===== src/rtl/pong_game_ctrl.sv =====
// Match sequencer for the VGA pong datapath. Runs the match states, gates ball
// motion and paddle input, and keeps both players' scores.
module pong_game_ctrl #(
    parameter int unsigned SERVE_FRAMES = 60,
    parameter int unsigned SCORE_FRAMES = 90,
    parameter int unsigned WIN_SCORE    = 7,
    parameter int unsigned MID_LINE     = 275
) (
    input  logic        clk,
    input  logic        rst_n,
    input  logic        frame_tick,
    input  logic        start_key,
    input  logic        fell,
    input  logic [15:0] ball_top,
    output logic        ball_run,
    output logic        ball_recentre,
    output logic        paddle_en,
    output logic [3:0]  score1,
    output logic [3:0]  score2,
    output logic [1:0]  winner,
    output logic [2:0]  state_o
);

    // Interface semantics: frame_tick and ball_recentre are single-cycle pulses;
    // fell, ball_run and paddle_en are levels; only rising edges of start_key/fell act.

    typedef enum logic [2:0] {
        ST_IDLE  = 3'd0,
        ST_SERVE = 3'd1,
        ST_PLAY  = 3'd2,
        ST_POINT = 3'd3,
        ST_OVER  = 3'd4
    } state_t;

    localparam logic [7:0]  SERVE_LAST = 8'(SERVE_FRAMES - 1);
    localparam logic [7:0]  SCORE_LAST = 8'(SCORE_FRAMES - 1);
    localparam logic [3:0]  WIN        = 4'(WIN_SCORE);
    localparam logic [15:0] MID        = 16'(MID_LINE);

    state_t     state;
    logic [7:0] frame_cnt;

    logic start_sync1;
    logic start_sync2;
    logic start_dly;
    logic start_rise;
    logic fell_q;
    logic fell_rise;

    // start_key comes from a pad: two flops for metastability, one more for edge detect.
    always_ff @(posedge clk or negedge rst_n) begin
        if (!rst_n) begin
            start_sync1 <= 1'b0;
            start_sync2 <= 1'b0;
            start_dly   <= 1'b0;
            fell_q      <= 1'b0;
        end else begin
            start_sync1 <= start_key;
            start_sync2 <= start_sync1;
            start_dly   <= start_sync2;
            fell_q      <= fell;
        end
    end

    assign start_rise = start_sync2 & ~start_dly;
    assign fell_rise  = fell & ~fell_q;
    assign state_o    = state;

    function automatic logic [3:0] sat_inc(input logic [3:0] s);
        return (s == 4'hF) ? s : s + 4'd1;
    endfunction

    always_ff @(posedge clk or negedge rst_n) begin
        if (!rst_n) begin
            state         <= ST_IDLE;
            frame_cnt     <= 8'd0;
            ball_run      <= 1'b0;
            ball_recentre <= 1'b0;
            paddle_en     <= 1'b0;
            score1        <= 4'd0;
            score2        <= 4'd0;
            winner        <= 2'b00;
        end else begin
            ball_recentre <= 1'b0;
            case (state)
                ST_IDLE: begin
                    ball_run  <= 1'b0;
                    paddle_en <= 1'b0;
                    if (start_rise) begin
                        state         <= ST_SERVE;
                        ball_recentre <= 1'b1;
                        paddle_en     <= 1'b1;
                        frame_cnt     <= 8'd0;
                    end
                end

                ST_SERVE: begin
                    if (frame_tick) begin
                        if (frame_cnt == SERVE_LAST) begin
                            state     <= ST_PLAY;
                            ball_run  <= 1'b1;
                            frame_cnt <= 8'd0;
                        end else begin
                            frame_cnt <= frame_cnt + 8'd1;
                        end
                    end
                end

                // A miss takes priority over any frame_tick landing on the same cycle.
                ST_PLAY: begin
                    if (fell_rise) begin
                        state     <= ST_POINT;
                        ball_run  <= 1'b0;
                        paddle_en <= 1'b0;
                        frame_cnt <= 8'd0;
                        if (ball_top < MID) begin
                            score2 <= sat_inc(score2);
                        end else begin
                            score1 <= sat_inc(score1);
                        end
                    end
                end

                ST_POINT: begin
                    if (frame_tick) begin
                        if (frame_cnt == SCORE_LAST) begin
                            frame_cnt <= 8'd0;
                            if (score1 >= WIN) begin
                                state  <= ST_OVER;
                                winner <= 2'b01;
                            end else if (score2 >= WIN) begin
                                state  <= ST_OVER;
                                winner <= 2'b10;
                            end else begin
                                state         <= ST_SERVE;
                                ball_recentre <= 1'b1;
                                paddle_en     <= 1'b1;
                            end
                        end else begin
                            frame_cnt <= frame_cnt + 8'd1;
                        end
                    end
                end

                ST_OVER: begin
                    ball_run  <= 1'b0;
                    paddle_en <= 1'b0;
                    if (start_rise) begin
                        state         <= ST_SERVE;
                        score1        <= 4'd0;
                        score2        <= 4'd0;
                        winner        <= 2'b00;
                        ball_recentre <= 1'b1;
                        paddle_en     <= 1'b1;
                        frame_cnt     <= 8'd0;
                    end
                end

                default: begin
                    state     <= ST_IDLE;
                    ball_run  <= 1'b0;
                    paddle_en <= 1'b0;
                    frame_cnt <= 8'd0;
                end
            endcase
        end
    end

endmodule


===== config.mk =====
export PLATFORM = sky130hd
export DESIGN_NAME = pong_game_ctrl
export DESIGN_NICKNAME = d
export VERILOG_FILES = /design/src/rtl/pong_game_ctrl.sv
export SDC_FILE = /design/constraint.sdc
export NUM_CORES = 1
export LEC_CHECK = 0
export ABC_AREA = 1
export CAP_MARGIN = 0
export CORE_AREA = 8 8 70 72
export CTS_CLUSTER_SIZE = 28
export DETAILED_ROUTE_END_ITERATION = 10
export DIE_AREA = 0 0 78 80
export GPL_TIMING_DRIVEN = 0
export PLACE_DENSITY = 0.8
export SLEW_MARGIN = 15
export SYNTH_ARGS = -nofsm -noshare
export SYNTH_HDL_FRONTEND = slang
export SYNTH_SLANG_ARGS = --single-unit

===== constraint.sdc =====
create_clock -name clk -period 3.87 [get_ports clk]
set_clock_uncertainty 0.05 [all_clocks]
set_input_delay 0.774 -clock clk [delete_from_list [all_inputs] [get_ports clk]]
set_output_delay 0.774 -clock clk [all_outputs]
set_load 0.03 [all_outputs]

After elaboration in Yosys (flattened, before gate mapping)
Index checks and enable logic that the tools add are counted.
{"block": "op_classes", "n_addsub": 3, "n_lt_le_gt_ge": 3, "n_eq_ne": 22, "muxes": 46, "bitwise": 6, "reduce_logical": 11}
{"op": "2-to-1 mux 8 bit", "n": 6}
{"op": "one-hot mux 8 bit (4 select lines)", "n": 1}
{"op": "2-to-1 mux 4 bit", "n": 7}
{"op": "2-to-1 mux 3 bit", "n": 8}
{"op": "inequality test 2 bit (second input constant)", "n": 12}
{"op": "< comparator 16 x 9 -> 1 bit (second input constant)", "n": 1}
{"op": "one-hot mux 4 bit (2 select lines)", "n": 2}
{"op": "AND reduction 5 bit", "n": 3}
{"op": "2-to-1 mux 1 bit", "n": 12}
{"op": "one-hot mux 3 bit (4 select lines)", "n": 1}
{"op": "AND reduction 6 bit", "n": 2}
{"op": "2-to-1 mux 2 bit", "n": 5}
{"op": "adder 4 x 1 -> 4 bit (second input constant)", "n": 2}
{"op": "adder 8 x 1 -> 8 bit (second input constant)", "n": 1}
{"op": "equality test 4 bit (second input constant)", "n": 2}
{"op": "equality test 8 x 6 -> 1 bit (second input constant)", "n": 1}
{"op": "equality test 8 x 7 -> 1 bit (second input constant)", "n": 1}
{"op": "greater-or-equal comparator 4 x 3 -> 1 bit (second input constant)", "n": 2}
{"op": "AND reduction 4 bit", "n": 2}
{"op": "equality test 3 x 2 -> 1 bit (second input constant)", "n": 2}
{"op": "NOT 1 bit", "n": 4}
{"op": "one-hot mux 1 bit (4 select lines)", "n": 1}
{"op": "one-hot mux 2 bit (2 select lines)", "n": 1}
{"op": "nonzero test 2 bit", "n": 2}
{"op": "9 further kinds", "n": 10}
{"block": "word_totals", "reg_bits": 28, "inputBits": 21, "out_inout_bits": 16, "wordCells": 103}

Depth between registers and ports, before layout
{"block": "logic_depth", "depth_word": 6, "depth_mapped": 11, "ltp_nobuf": 11}

Least setup slack after synthesis
Ideal clock, no wire load.
{"block": "synth_timing", "path_type": "input port to flip-flop", "startpoint": "input port ball_top[11]", "endpoint": "register score2[3]", "setup_ps": 118, "t_arrival_ps": 1664, "required_ps": 3702, "setup_slack_ps": 2037, "cell_stages": 7, "n_path_buf": 0, "cell_sequence": "or2_2 -> nor3_1 -> nand3_1 -> nand2_1 -> nand2_2 -> nand2_1 -> nand2_1"}
{"block": "synth_via", "elab_chain_len": 3}
{"item": "start: declaration", "line_no": "14", "rtl": "input logic [15:0] ball_top,"}
{"item": "< comparator 16 x 9 -> 1 bit", "line_no": "116", "rtl": "if (ball_top < MID) begin"}
{"item": "inequality test 2 bit (no line)"}
{"item": "AND reduction 5 bit (no line)"}
{"item": "end signal: assignment", "line_no": "117", "rtl": "score2 <= sat_inc(score2);"}
{"item": "end: declaration", "line_no": "19", "rtl": "output logic [3:0] score2,"}
Every way passes these cells.
A chain may end at the register's enable or synchronous reset.

Worst setup path after layout
{"block": "layout_timing", "startpoint": "register state[1] (netlist: state_o[1])", "endpoint": "output port state_o[1]"}
{"item": "start: declaration", "line_no": "40", "rtl": "state_t state;"}
{"item": "start signal: assignment", "line_no": "75", "rtl": "state <= ST_IDLE;"}
{"item": "start signal: assignment", "line_no": "90", "rtl": "state <= ST_SERVE;"}
{"item": "start signal: assignment", "line_no": "100", "rtl": "state <= ST_PLAY;"}
{"item": "end: declaration", "line_no": "21", "rtl": "output logic [2:0] state_o"}
No word-level cell between the ends.

==> impl_metrics.py <==
metrics = {
    "power": {
        "power-per-cell-area_nw_per_um2": 703,
        "ir_worst_vdd_uv": 271,
        "p_leak_nw": 1.01,
    },
    "route": {
        "wl_per_cell_um": 12.4,
        "drt_iter0_markers": 82,
        "vias": 1502,
        "vias_per_cell": 4.96,
        "postRouteWirelength_mm": 3.76,
        "drtAntennaViolNets": 0,
        "drc_errors": 0,
        "firstDrtPassIters": 4,
    },
    "synthesis": {
        "yosysMostFrequentCell": "nand2_1",
        "syn_area_sq_um": 1660,
        "synth_top_area_share": 0.421,
        "syn_avg_cell_area_sq_um": 7.77,
        "syn_nets": 239,
        "yosysSeqAreaShare": 0.421,
        "synth.area.top_cells": "dfrtp_1, nand2_1, nor2_1",
        "synth_cell_type_count": 26,
        "synth-seq-cells": 28,
        "yosysTopAreaCell": "dfrtp_1",
        "syn_inst": 214,
        "ys_warn_count": 0,
        "synth_edf_count": 0,
        "ys.flop_type": "dfrtp_1",
        "async_flop_share": 1.00,
        "synth_common_cells": "nand2_1, dfrtp_1, nor2_1",
    },
    "global_routing": {
        "grt_pass1_wl_mm": 6.53,
        "grt_use_met3": 0.0158,
        "grt_use_total": 0.128,
        "met1_usage": 0.160,
        "use_met2": 0.215,
        "top_usage_layer": "met2",
        "grt.overflow.total": 0,
        "grt_max_degree": 29,
        "grt_pass1_vias": 1433,
        "grt_antenna_before_repair": 0,
    },
    "hold_path": {
        "hold_class": "register to register",
        "min_path_cells": 0,
    },
    "placement": {
        "hpwl_mm": 2.92,
        "place_congestion": 0.869,
        "port_buffers": 36,
        "dp_worst_setup_slack_ns": 1.51,
    },
    "clock_tree": {
        "post_cts_buffers": 0,
        "cts.reportedPaths.clkPinSlew_ns": 0.09,
        "cts_tree": "done",
        "clock-sinks": 28,
        "cts_resized": 0,
        "cts_root_buf": "clkbuf_8",
        "clk_latency_ns": 0.27,
        "htree_levels": 1,
        "clk_path_buf_depth": 2,
        "cts_buffers": 3,
        "cts_hold_buf": 0,
    },
    "timing": {
        "max_freq_mhz": 419,
        "fin_setup_tns_ns": 0,
        "setup_viol": 0,
        "relSlewSlack": 0.580,
        "final_max_slew_viol_count": 0,
        "fin_crit_sh": 0.617,
        "finalHoldViolCount": 0,
        "setup_slack_ns": 1.48,
        "rsz0062_at_grt": "no",
        "tightest_slew_ns": 0.630,
        "fin_crit_ns": 2.39,
    },
    "worst_setup_path": {
        "crit_cells": 1,
        "cp_cell_sequence": "clkdlybuf4s50_1",
        "crit_fanout": 8,
        "critPathMaxStageDelay_ns": 0.74,
        "crit_buf_inv": 1,
        "cp_slowest_cell": "clkdlybuf4s50_1",
        "path_delay_family": "buffers and inverters",
        "cp.arrival_ns": 1.56,
        "crit_type": "register to output port",
        "critPathCaptureType": "output port",
        "rr_worst_depth": 6,
        "start_kind": "register",
        "cp_data_required_time_ns": 3.05,
    },
    "run": {
        "drv_cap": 0,
    },
    "die": {
        "ios": 37,
        "design.die.area_sq_um": 6240,
        "fp.dieH_um": 80,
        "placement_rows": 23,
        "die_x_um": 78,
        "core_area_sq_um": 3860,
        "start_util": 0.431,
    },
    "final_layout": {
        "nets": 280,
        "syn2layout_area_growth_pct": 27.6,
        "antenna_cells": 0,
        "drive_gt1_frac": 0.142,
    },
    "run_status": {
        "status": "complete, no violations",
    },
}
==> routing by layer <==
metal  wire length, um  vias up
met1              1760      694
li1                  -      775
met2              1810       28
met4                71        0
met3               116        5
met5                 0        -
==> layout by cell type (no fill, tap or decap) <==
master | netlist | layout
nand3_2 | 3 | 3
nand4_1 | 5 | 5
a21oi_4 | 1 | 1
buf_8 | 1 | 1
or2_2 | 1 | 1
dfrtp_1 | 28 | 28
a31oi_1 | 1 | 1
inv_1 | 15 | 15
nand3b_1 | 3 | 3
nor2_8 | 1 | 1
ha_1 | 4 | 4
nand3_1 | 17 | 17
clkdlybuf4s50_1 | 0 | 35
nor3_1 | 4 | 4
a21oi_1 | 5 | 5
nand2_4 | 2 | 2
nand2_2 | 7 | 7
xor2_1 | 3 | 3
a21oi_2 | 4 | 4
nor2_4 | 1 | 1
inv_2 | 6 | 6
buf_2 | 0 | 1
nor2_2 | 4 | 4
o21ai_1 | 2 | 2
nand2_1 | 60 | 60
o21ai_0 | 10 | 10
clkbuf_8 | 0 | 3
o22ai_2 | 1 | 1
nor2_1 | 25 | 25
==> final timing paths <==
path                                             start                  endpoint  slack (ns)
worst max-delay path            state_o[1]$_DFFE_PN0P_                state_o[1]        1.48
worst min-delay path             start_sync1$_DFF_PN0_     start_sync2$_DFF_PN0_        0.31
worst max register to register  state_o[1]$_DFFE_PN0P_     score2[3]$_DFFE_PN0P_        2.09
worst min register to register   start_sync1$_DFF_PN0_     start_sync2$_DFF_PN0_        0.31
max in group asynchronous                        rst_n  frame_cnt[1]$_DFFE_PN0P_        2.90
min in group asynchronous                        rst_n     score1[1]$_DFFE_PN0P_        0.46
==> final cells by class <==
type | instances | area, sq um
Inverter | 21 | 78.8
Sequential cell | 28 | 701
Tap cell | 50 | 62.6
Multi-Input combinational cell | 164 | 868
Clock buffer | 3 | 41.3
Buffer | 1 | 15.0
Fill cell | 372 | 1730
Timing Repair Buffer | 36 | 355
==> registers in the layout (all words and copies together), names as in the netlist <==
name and cells:
ball_recentre 1, paddle_en 1, start_dly 1, ball_run 1, frame_cnt 8, fell_q 1, score2 4, start_sync2 1
winner 2, state_o 3, score1 4, start_sync1 1
==> power by group <==
| group | switching [mW] | internal, mW | leakage (nW) |
|---|---|---|---|
| sequential | 0.0964 | 0.375 | 0.362 |
| clock | 0.0864 | 0.0699 | 0.0216 |
| combinational | 0.529 | 0.335 | 0.631 |
| total | 0.712 | 0.780 | 1.01 |
==> cell families after synthesis <==
kind of cell               synth area share
xor gates and xnor gates             0.0158
and+or+nand+nor                       0.383
adders and majority gates            0.0301
AOI/OAI and AO/OA                    0.0933
DFF                                   0.421
buffers and inverters                0.0564
==> per-stage QoR <==
step	instance area [sq um]	hold slack (ns)	power, mW	util	std cells
after global routing	2120	0.330	1.62	0.550	303
after floorplan	1660	0.281	1.07	-	214
final	2120	0.306	1.49	0.550	303
after detailed placement	2080	0.286	1.34	0.540	300
after global placement	2090	0.285	1.32	0.541	300
after CTS	2120	0.308	1.50	0.550	303
Power figures use the tool's default switching activity.
